--- config.mk ---
export PLATFORM = sky130hd
export DESIGN_NAME = ltc2333_scan_sequencer
export DESIGN_NICKNAME = d
export VERILOG_FILES = /design/src/rtl/ltc2333_scan_sequencer.sv
export SDC_FILE = /design/constraint.sdc
export NUM_CORES = 1
export LEC_CHECK = 0
export BUFFER_PORTS_ARGS = -buffer_cell sky130_fd_sc_hd__buf_4
export CAP_MARGIN = 20
export CORE_MARGIN = 2
export CORE_UTILIZATION = 59
export CTS_CLUSTER_SIZE = 10
export DETAILED_ROUTE_END_ITERATION = 10
export GPL_TIMING_DRIVEN = 0
export HOLD_SLACK_MARGIN = 0.05
export PLACE_DENSITY_LB_ADDON = 0.12
export SLEW_MARGIN = 15
export SYNTH_ARGS = -nofsm -noshare
export SYNTH_HDL_FRONTEND = slang
export SYNTH_SLANG_ARGS = --single-unit
--- constraint.sdc ---
create_clock -name clk -period 3.1 [get_ports clk]
set_clock_uncertainty 0.05 [all_clocks]
set_input_delay 0 -clock clk [delete_from_list [all_inputs] [get_ports clk]]
set_output_delay 0 -clock clk [all_outputs]
set_load 0.01 [all_outputs]
--- src/rtl/ltc2333_scan_sequencer.sv ---
// Scan scheduler for the LTC2333 write engine: walks a channel/SoftSpan table and issues one
// conversion request per entry over valid/ready, back-to-back or paced by a period counter.
module ltc2333_scan_sequencer #(
  parameter int N_CH  = 8,
  parameter int CNT_W = 32,
  localparam int IDX_W = $clog2(N_CH),
  localparam int LEN_W = IDX_W + 1
) (
  input  logic             clk,
  input  logic             aresetn,
  input  logic             enable,
  input  logic             start,
  input  logic             stop,
  input  logic             periodic,
  input  logic [CNT_W-1:0] period,
  input  logic [15:0]      n_scans,
  input  logic [LEN_W-1:0] seq_len,
  input  logic             tbl_we,
  input  logic [IDX_W-1:0] tbl_addr,
  input  logic [5:0]       tbl_wdata,
  output logic             conv_valid,
  input  logic             conv_ready,
  output logic [7:0]       conv_cfg,
  output logic [IDX_W-1:0] conv_idx,
  output logic             conv_first,
  output logic             busy,
  output logic [15:0]      scan_count,
  output logic             overrun
);

  typedef enum logic [1:0] {
    S_IDLE,
    S_ISSUE,
    S_WAIT_TICK
  } state_t;

  localparam logic [LEN_W-1:0] MAX_LEN = LEN_W'(N_CH);

  state_t           r_state;
  state_t           w_state_nxt;
  logic [5:0]       r_tbl [N_CH];
  logic [IDX_W-1:0] r_idx;
  logic [LEN_W-1:0] r_len;
  logic [15:0]      r_n_scans;
  logic             r_periodic;
  logic [CNT_W-1:0] r_period_m1;
  logic [CNT_W-1:0] r_cnt;
  logic [15:0]      r_scan_count;
  logic             r_overrun;
  logic             r_stop_pending;
  logic [7:0]       r_cfg;
  logic             r_first;

  logic [LEN_W-1:0] w_len_clamped;
  logic [CNT_W-1:0] w_period_m1;
  logic             w_hs;
  logic             w_last;
  logic             w_stop_req;
  logic             w_stop_eff;
  logic             w_quota_done;
  logic             w_tick;
  logic             w_start_acc;
  logic             w_scan_done;
  logic             w_load;
  logic [IDX_W-1:0] w_load_idx;

  always_comb begin
    if (seq_len == '0)          w_len_clamped = LEN_W'(1);
    else if (seq_len > MAX_LEN) w_len_clamped = MAX_LEN;
    else                        w_len_clamped = seq_len;
  end

  assign w_period_m1  = (period < CNT_W'(2)) ? CNT_W'(1) : period - CNT_W'(1);
  assign w_hs         = (r_state == S_ISSUE) && conv_ready;
  assign w_last       = (LEN_W'(r_idx) == r_len - LEN_W'(1));
  assign w_stop_req   = stop || !enable;
  assign w_stop_eff   = w_stop_req || r_stop_pending;
  assign w_quota_done = (r_n_scans != 16'd0) &&
                        (({1'b0, r_scan_count} + 17'd1) == {1'b0, r_n_scans});
  assign w_tick       = (r_state != S_IDLE) && (r_cnt == '0);

  // NOTE: every signal written here gets a default first, so no path can infer a latch.
  always_comb begin
    w_state_nxt = r_state;
    w_start_acc = 1'b0;
    w_scan_done = 1'b0;
    w_load      = 1'b0;
    w_load_idx  = '0;
    case (r_state)
      S_IDLE: begin
        if (start && enable && !stop) begin
          w_state_nxt = S_ISSUE;
          w_start_acc = 1'b1;
          w_load      = 1'b1;
        end
      end
      S_ISSUE: begin
        if (w_hs) begin
          if (w_last) begin
            w_scan_done = 1'b1;
            if (w_stop_eff || w_quota_done) begin
              w_state_nxt = S_IDLE;
            end else if (!r_periodic) begin
              w_load = 1'b1;
            end else begin
              w_state_nxt = S_WAIT_TICK;
            end
          end else if (w_stop_eff) begin
            w_state_nxt = S_IDLE;
          end else begin
            w_load     = 1'b1;
            w_load_idx = r_idx + IDX_W'(1);
          end
        end
      end
      S_WAIT_TICK: begin
        if (w_stop_req) begin
          w_state_nxt = S_IDLE;
        end else if (w_tick) begin
          w_state_nxt = S_ISSUE;
          w_load      = 1'b1;
        end
      end
      default: w_state_nxt = S_IDLE;
    endcase
  end

  // NOTE: sequential state uses non-blocking assignments so all registers update from pre-edge values.
  always_ff @(posedge clk or negedge aresetn) begin
    if (!aresetn) r_state <= S_IDLE;
    else          r_state <= w_state_nxt;
  end

  // NOTE: the table is small and must read back as zero after reset, so it is built from resettable flops.
  always_ff @(posedge clk or negedge aresetn) begin
    if (!aresetn) begin
      for (int i = 0; i < N_CH; i++) r_tbl[i] <= 6'h00;
    end else if (tbl_we) begin
      r_tbl[tbl_addr] <= tbl_wdata;
    end
  end

  always_ff @(posedge clk or negedge aresetn) begin
    if (!aresetn) begin
      r_idx          <= '0;
      r_len          <= LEN_W'(1);
      r_n_scans      <= '0;
      r_periodic     <= 1'b0;
      r_period_m1    <= CNT_W'(1);
      r_cnt          <= '0;
      r_scan_count   <= '0;
      r_overrun      <= 1'b0;
      r_stop_pending <= 1'b0;
      r_cfg          <= '0;
      r_first        <= 1'b0;
    end else begin
      if (w_start_acc) begin
        r_len       <= w_len_clamped;
        r_n_scans   <= n_scans;
        r_periodic  <= periodic;
        r_period_m1 <= w_period_m1;
      end

      // Load reads the table before any same-cycle write lands, so the old entry is issued.
      if (w_load) begin
        r_idx   <= w_load_idx;
        r_cfg   <= {2'b10, r_tbl[w_load_idx]};
        r_first <= (w_load_idx == '0);
      end else if (w_scan_done) begin
        r_idx <= '0;
      end

      if (w_start_acc) begin
        r_cnt <= w_period_m1;
      end else if (r_state != S_IDLE) begin
        r_cnt <= (r_cnt == '0) ? r_period_m1 : r_cnt - CNT_W'(1);
      end

      if (w_start_acc) begin
        r_scan_count <= '0;
      end else if (w_scan_done && (r_scan_count != 16'hFFFF)) begin
        r_scan_count <= r_scan_count + 16'd1;
      end

      // A tick that lands while a periodic scan is still issuing is lost and flagged.
      if (w_start_acc) begin
        r_overrun <= 1'b0;
      end else if ((r_state == S_ISSUE) && r_periodic && w_tick) begin
        r_overrun <= 1'b1;
      end

      r_stop_pending <= (r_state == S_ISSUE) && (w_state_nxt == S_ISSUE) && w_stop_eff;
    end
  end

  assign conv_valid = (r_state == S_ISSUE);
  assign busy       = (r_state != S_IDLE);
  assign conv_cfg   = r_cfg;
  assign conv_idx   = r_idx;
  assign conv_first = r_first;
  assign scan_count = r_scan_count;
  assign overrun    = r_overrun;

endmodule
==> reports/results.tsv <==
stage	metric	value	unit
pwr	Int Power	4.88	mW
critical_path	Crit path arrival time	3260	ps
clock_tree	maximum clock insertion buffer count	2	
floorplanning	starting density of the core	60.3	%
place	Port Buffers	95	
sta	FMAX	0.335	GHz
floorplanning	die area	16500	um^2
clock_tree	Clock Tree Root	clkbuf_16	
critical_path	CP max stage delay	510	ps
grt	pin count of the biggest net entering global routing	92	
sta	setup TNS	0	ps
floorplanning	Die Span X	128	um
clock_tree	H-Tree Depth	4	
job	max capacitance violation total	0	
critical_path	reg2reg setup slack	120	ps
pwr	Comb power frac	25.7	%
layout	Syn-to-layout area delta	26.1	%
grt	first-pass GRT wire length	43.9	mm
drt	drt first pass iters	5	
synth	Synth Cell Area	9130	um^2
drt	Total Wirelength	27.2	mm
pwr	Leak Pwr	5.04	nW
grt	vias in the first global route	8454	
sta	Final Hold Vio Count	0	
critical_path	Crit Path Max Fanout	8	
critical_path	critical path required time	3380	ps
pwr	VDD IR max	0.488	mV
sta	Final Slew Violations	0	
synth	number of distinct library cells after synthesis	75	
synth	sequential share of the synthesized area	45.0	%
sta	crit share post-route	96.3	%
synth	Synth warnings	0	
place	RD Place Congestion	0.937	
drt	DR vias	8511	
run_status	status	finished clean	
sta	RSZ-0062 raised after global routing	false	
floorplanning	number of cell rows	45	
clock_tree	Clock Pin Slew Worst Setup and Hold Paths	70	ps
critical_path	Max stage delay cell, worst path	dfrtp_1	
clock_tree	Clock Latency Late Sink	440	ps
synth	Post-synth EDFFs	0	
pwr	Sw Share	32.0	%
layout	design area	11500	um^2
pwr	Seq pwr share	44.0	%
layout	number of diodes	0	
sta	Slew headroom	30.8	%
critical_path	RR Startpoint	scan_count[0]	
drt	1st-iter DRT viols	769	
clock_tree	clk sinks	164	
critical_path	startpoint types	register	
layout	Nets	1206	
sta	min Tclk post-route	2980	ps
drt	Routed Antenna Nets	0	
pwr	Switch Pwr	2.29	mW
critical_path	Worst Setup Path Type	reg -> reg	
drt	WL per Instance	20.4	um
drt	Via density	6.38	
min_path	Hold/Removal Path Class	in -> async	
floorplanning	Vert. Die Dim	128	um
synth	syn_nets	1013	
floorplanning	Core Region	15100	um^2
grt	GR Overflow Total	0	
synth	cells after synthesis	939	
critical_path	Critical Path, Cell by Cell	ha_1 > nand3_2 > nor4_4 > xnor2_1 > a211oi_2 > nand4_2 > a31oi_4 > buf_12 > mux2_2	
place	Detailed Place HPWL	17.7	mm
synth	ys async rst share	100	%
critical_path	R2R depth	9	
synth	Seq cells post-synth	164	
synth	Most used DFF post-synth	dfrtp_1	
synth	syn avg cell area	9.73	um^2
clock_tree	CTS buffer count	17	
place	Post-DP Area	10100	um^2
pwr	power per cell area	624	nW/um^2
critical_path	FF-to-FF End	conv_cfg[2]	
layout	layout cells sized above 1	21.7	%
clock_tree	clock tree from TritonCTS	done	
sta	actual slew at the worst max-slew pin	1030	ps
floorplanning	IO Pins	100	
sta	final setup vio count	0	
grt	initial antenna violation count	0	
grt	All-Layer GR Usage	34.0	%
drt	DRC viols	0	
critical_path	Setup crit end kind	register	
pwr	Clk pwr share	30.3	%
worst max-delay path by stage:
stage / start / to / slack [ps] / depth (start not counted)
floorplan: scan_count[4] / conv_cfg[0] / 480 / 8
global placement: r_len[0] / scan_count[10] / 130 / 9
detailed placement: r_state[1] / r_period_m1[8] / 100 / 8
CTS: r_state[1] / r_n_scans[0] / 40 / 8
global route: r_cnt[3] / r_cnt[11] / 10 / 7
finish: scan_count[0] / conv_cfg[2] / 120 / 9
power groups by stage:
stage          Clock, mW  Combinational (mW)  Sequential, mW
5_1_grt             2.27                2.03            3.23
4_1_cts             2.18                1.81            3.14
6_report            2.18                1.85            3.16
3_5_place_dp           0                1.71            3.17
2_1_floorplan          0                1.20            3.07
3_3_place_gp           0                1.65            3.14
cell usage after synthesis, types with 5 or more instances:
master	count	area, um^2
dfrtp_1	162	4050
nand2_1	119	447
nor2_1	75	282
o21ai_0	70	350
mux2_2	61	687
xnor2_1	40	350
a21oi_1	38	190
clkbuf_1	30	113
nor3_1	25	125
xor2_1	21	184
nand3_1	20	100
a21o_1	16	120
nor4_1	15	93.8
inv_1	13	48.8
nand4_1	12	75.1
o211ai_1	12	90.1
o31ai_1	12	90.1
or3_1	12	75.1
buf_2	10	50.1
nand2b_1	10	62.6
and3_1	9	56.3
mux2i_1	9	90.1
o22ai_1	9	56.3
nor2b_1	8	50.1
o22a_1	8	70.1
nand3b_1	7	52.6
nor3b_1	7	52.6
a31oi_1	6	37.5
mux4_2	6	135
a211oi_1	5	37.5
ha_1	5	62.6
nand4b_1	5	43.8
o41ai_1	5	43.8
or4_1	5	37.5
registers in the layout, indices dropped and copies added, names as in the netlist:
| name | count |
|---|---|
| conv_cfg | 7 |
| conv_first | 1 |
| overrun | 1 |
| r_len | 4 |
| r_state | 2 |
| r_stop_pending | 1 |
| r_period_m1 | 32 |
| r_cnt | 32 |
| scan_count | 16 |
| r_tbl | 48 |
| r_n_scans | 16 |
| r_periodic | 1 |
| conv_idx | 3 |
critical path, delay by kind of cell, from the launching register on:
kind                     cells  cell delay [ps]
multiplexers                 1              330
XOR/XNOR                     1              170
buffers and inverters        1              150
adder cells (fa/ha/maj)      1              370
AO/OA/AOI/OAI                2              480
flip-flops                   1              510
AND/OR/NAND/NOR              3              820
per-layer routing:
metal / track usage, % / up-vias / part of all wire, % / routed length, um
met5: 0 / - / 0 / 0
met4: 16.0 / 0 / 4.1 / 1120
met3: 7.48 / 112 / 7.7 / 2100
met2: 55.1 / 467 / 48 / 13100
met1: 44.0 / 4134 / 40 / 10900
li1: - / 3798 / - / -
stage by stage:
stage / setup slack (ps) / utilization [%] / power (mW) / instances / hold WS, ps
2_1_floorplan: 485 / - / 4.27 / 939 / -346
3_3_place_gp: 125 / 66.6 / 4.79 / 1222 / 143
3_5_place_dp: 97.2 / 66.8 / 4.89 / 1223 / -36.7
4_1_cts: 37.9 / 75.6 / 7.12 / 1328 / 98.3
5_1_grt: 11.9 / 76.0 / 7.54 / 1333 / 138
6_report: 115 / 76.0 / 7.18 / 1333 / 77.5
placed cells by master, fill, tap and decap left out, types with 8 or more instances in the layout:
master and n:
dfrtp_1 162, nand2_1 119, buf_4 100, nor2_1 75
dlygate4sd3_1 73, o21ai_0 70, mux2_2 61, xnor2_1 40
a21oi_1 38, clkbuf_1 26, nor3_1 25, xor2_1 21
nand3_1 19, clkbuf_16 17, a21o_1 16, nor4_1 15
inv_1 13, nand4_1 12, or3_1 12, o31ai_1 12
o211ai_1 12, buf_2 11, nand2b_1 10, mux2i_1 9
and3_1 9, o22ai_1 9, nor2b_1 8, o22a_1 8
area by class of cell:
cell class | count | area [um^2]
well taps | 188 | 235
fillers | 1054 | 3630
plain buffers | 47 | 206
clock buffers | 19 | 453
flip-flops and latches | 164 | 4110
repair buffers | 174 | 1530
multi-input cells | 714 | 4780
inverters | 14 | 52.6
clock inverters | 13 | 148
timing repair:
action	in CTS	in global routing
resized for setup	0	11
hold buffers	73	0
endpoints found under the setup margin	0	45
endpoints found under the hold margin	291	0
setup buffers	0	4
kinds of logic (layout without fill, tap and decap cells):
group / after synthesis / in the layout / share of synthesized area [%]
other cells: 1 / 1 / 0.0411
fa+ha+maj: 5 / 5 / 0.685
xor+xnor: 61 / 61 / 5.85
simple gates: 359 / 359 / 20.6
mux: 76 / 76 / 9.99
flops: 164 / 164 / 45.0
buf+inv: 61 / 267 / 2.77
compound gates: 212 / 212 / 15.1
Note: power is estimated with default switching activity, not from simulation.
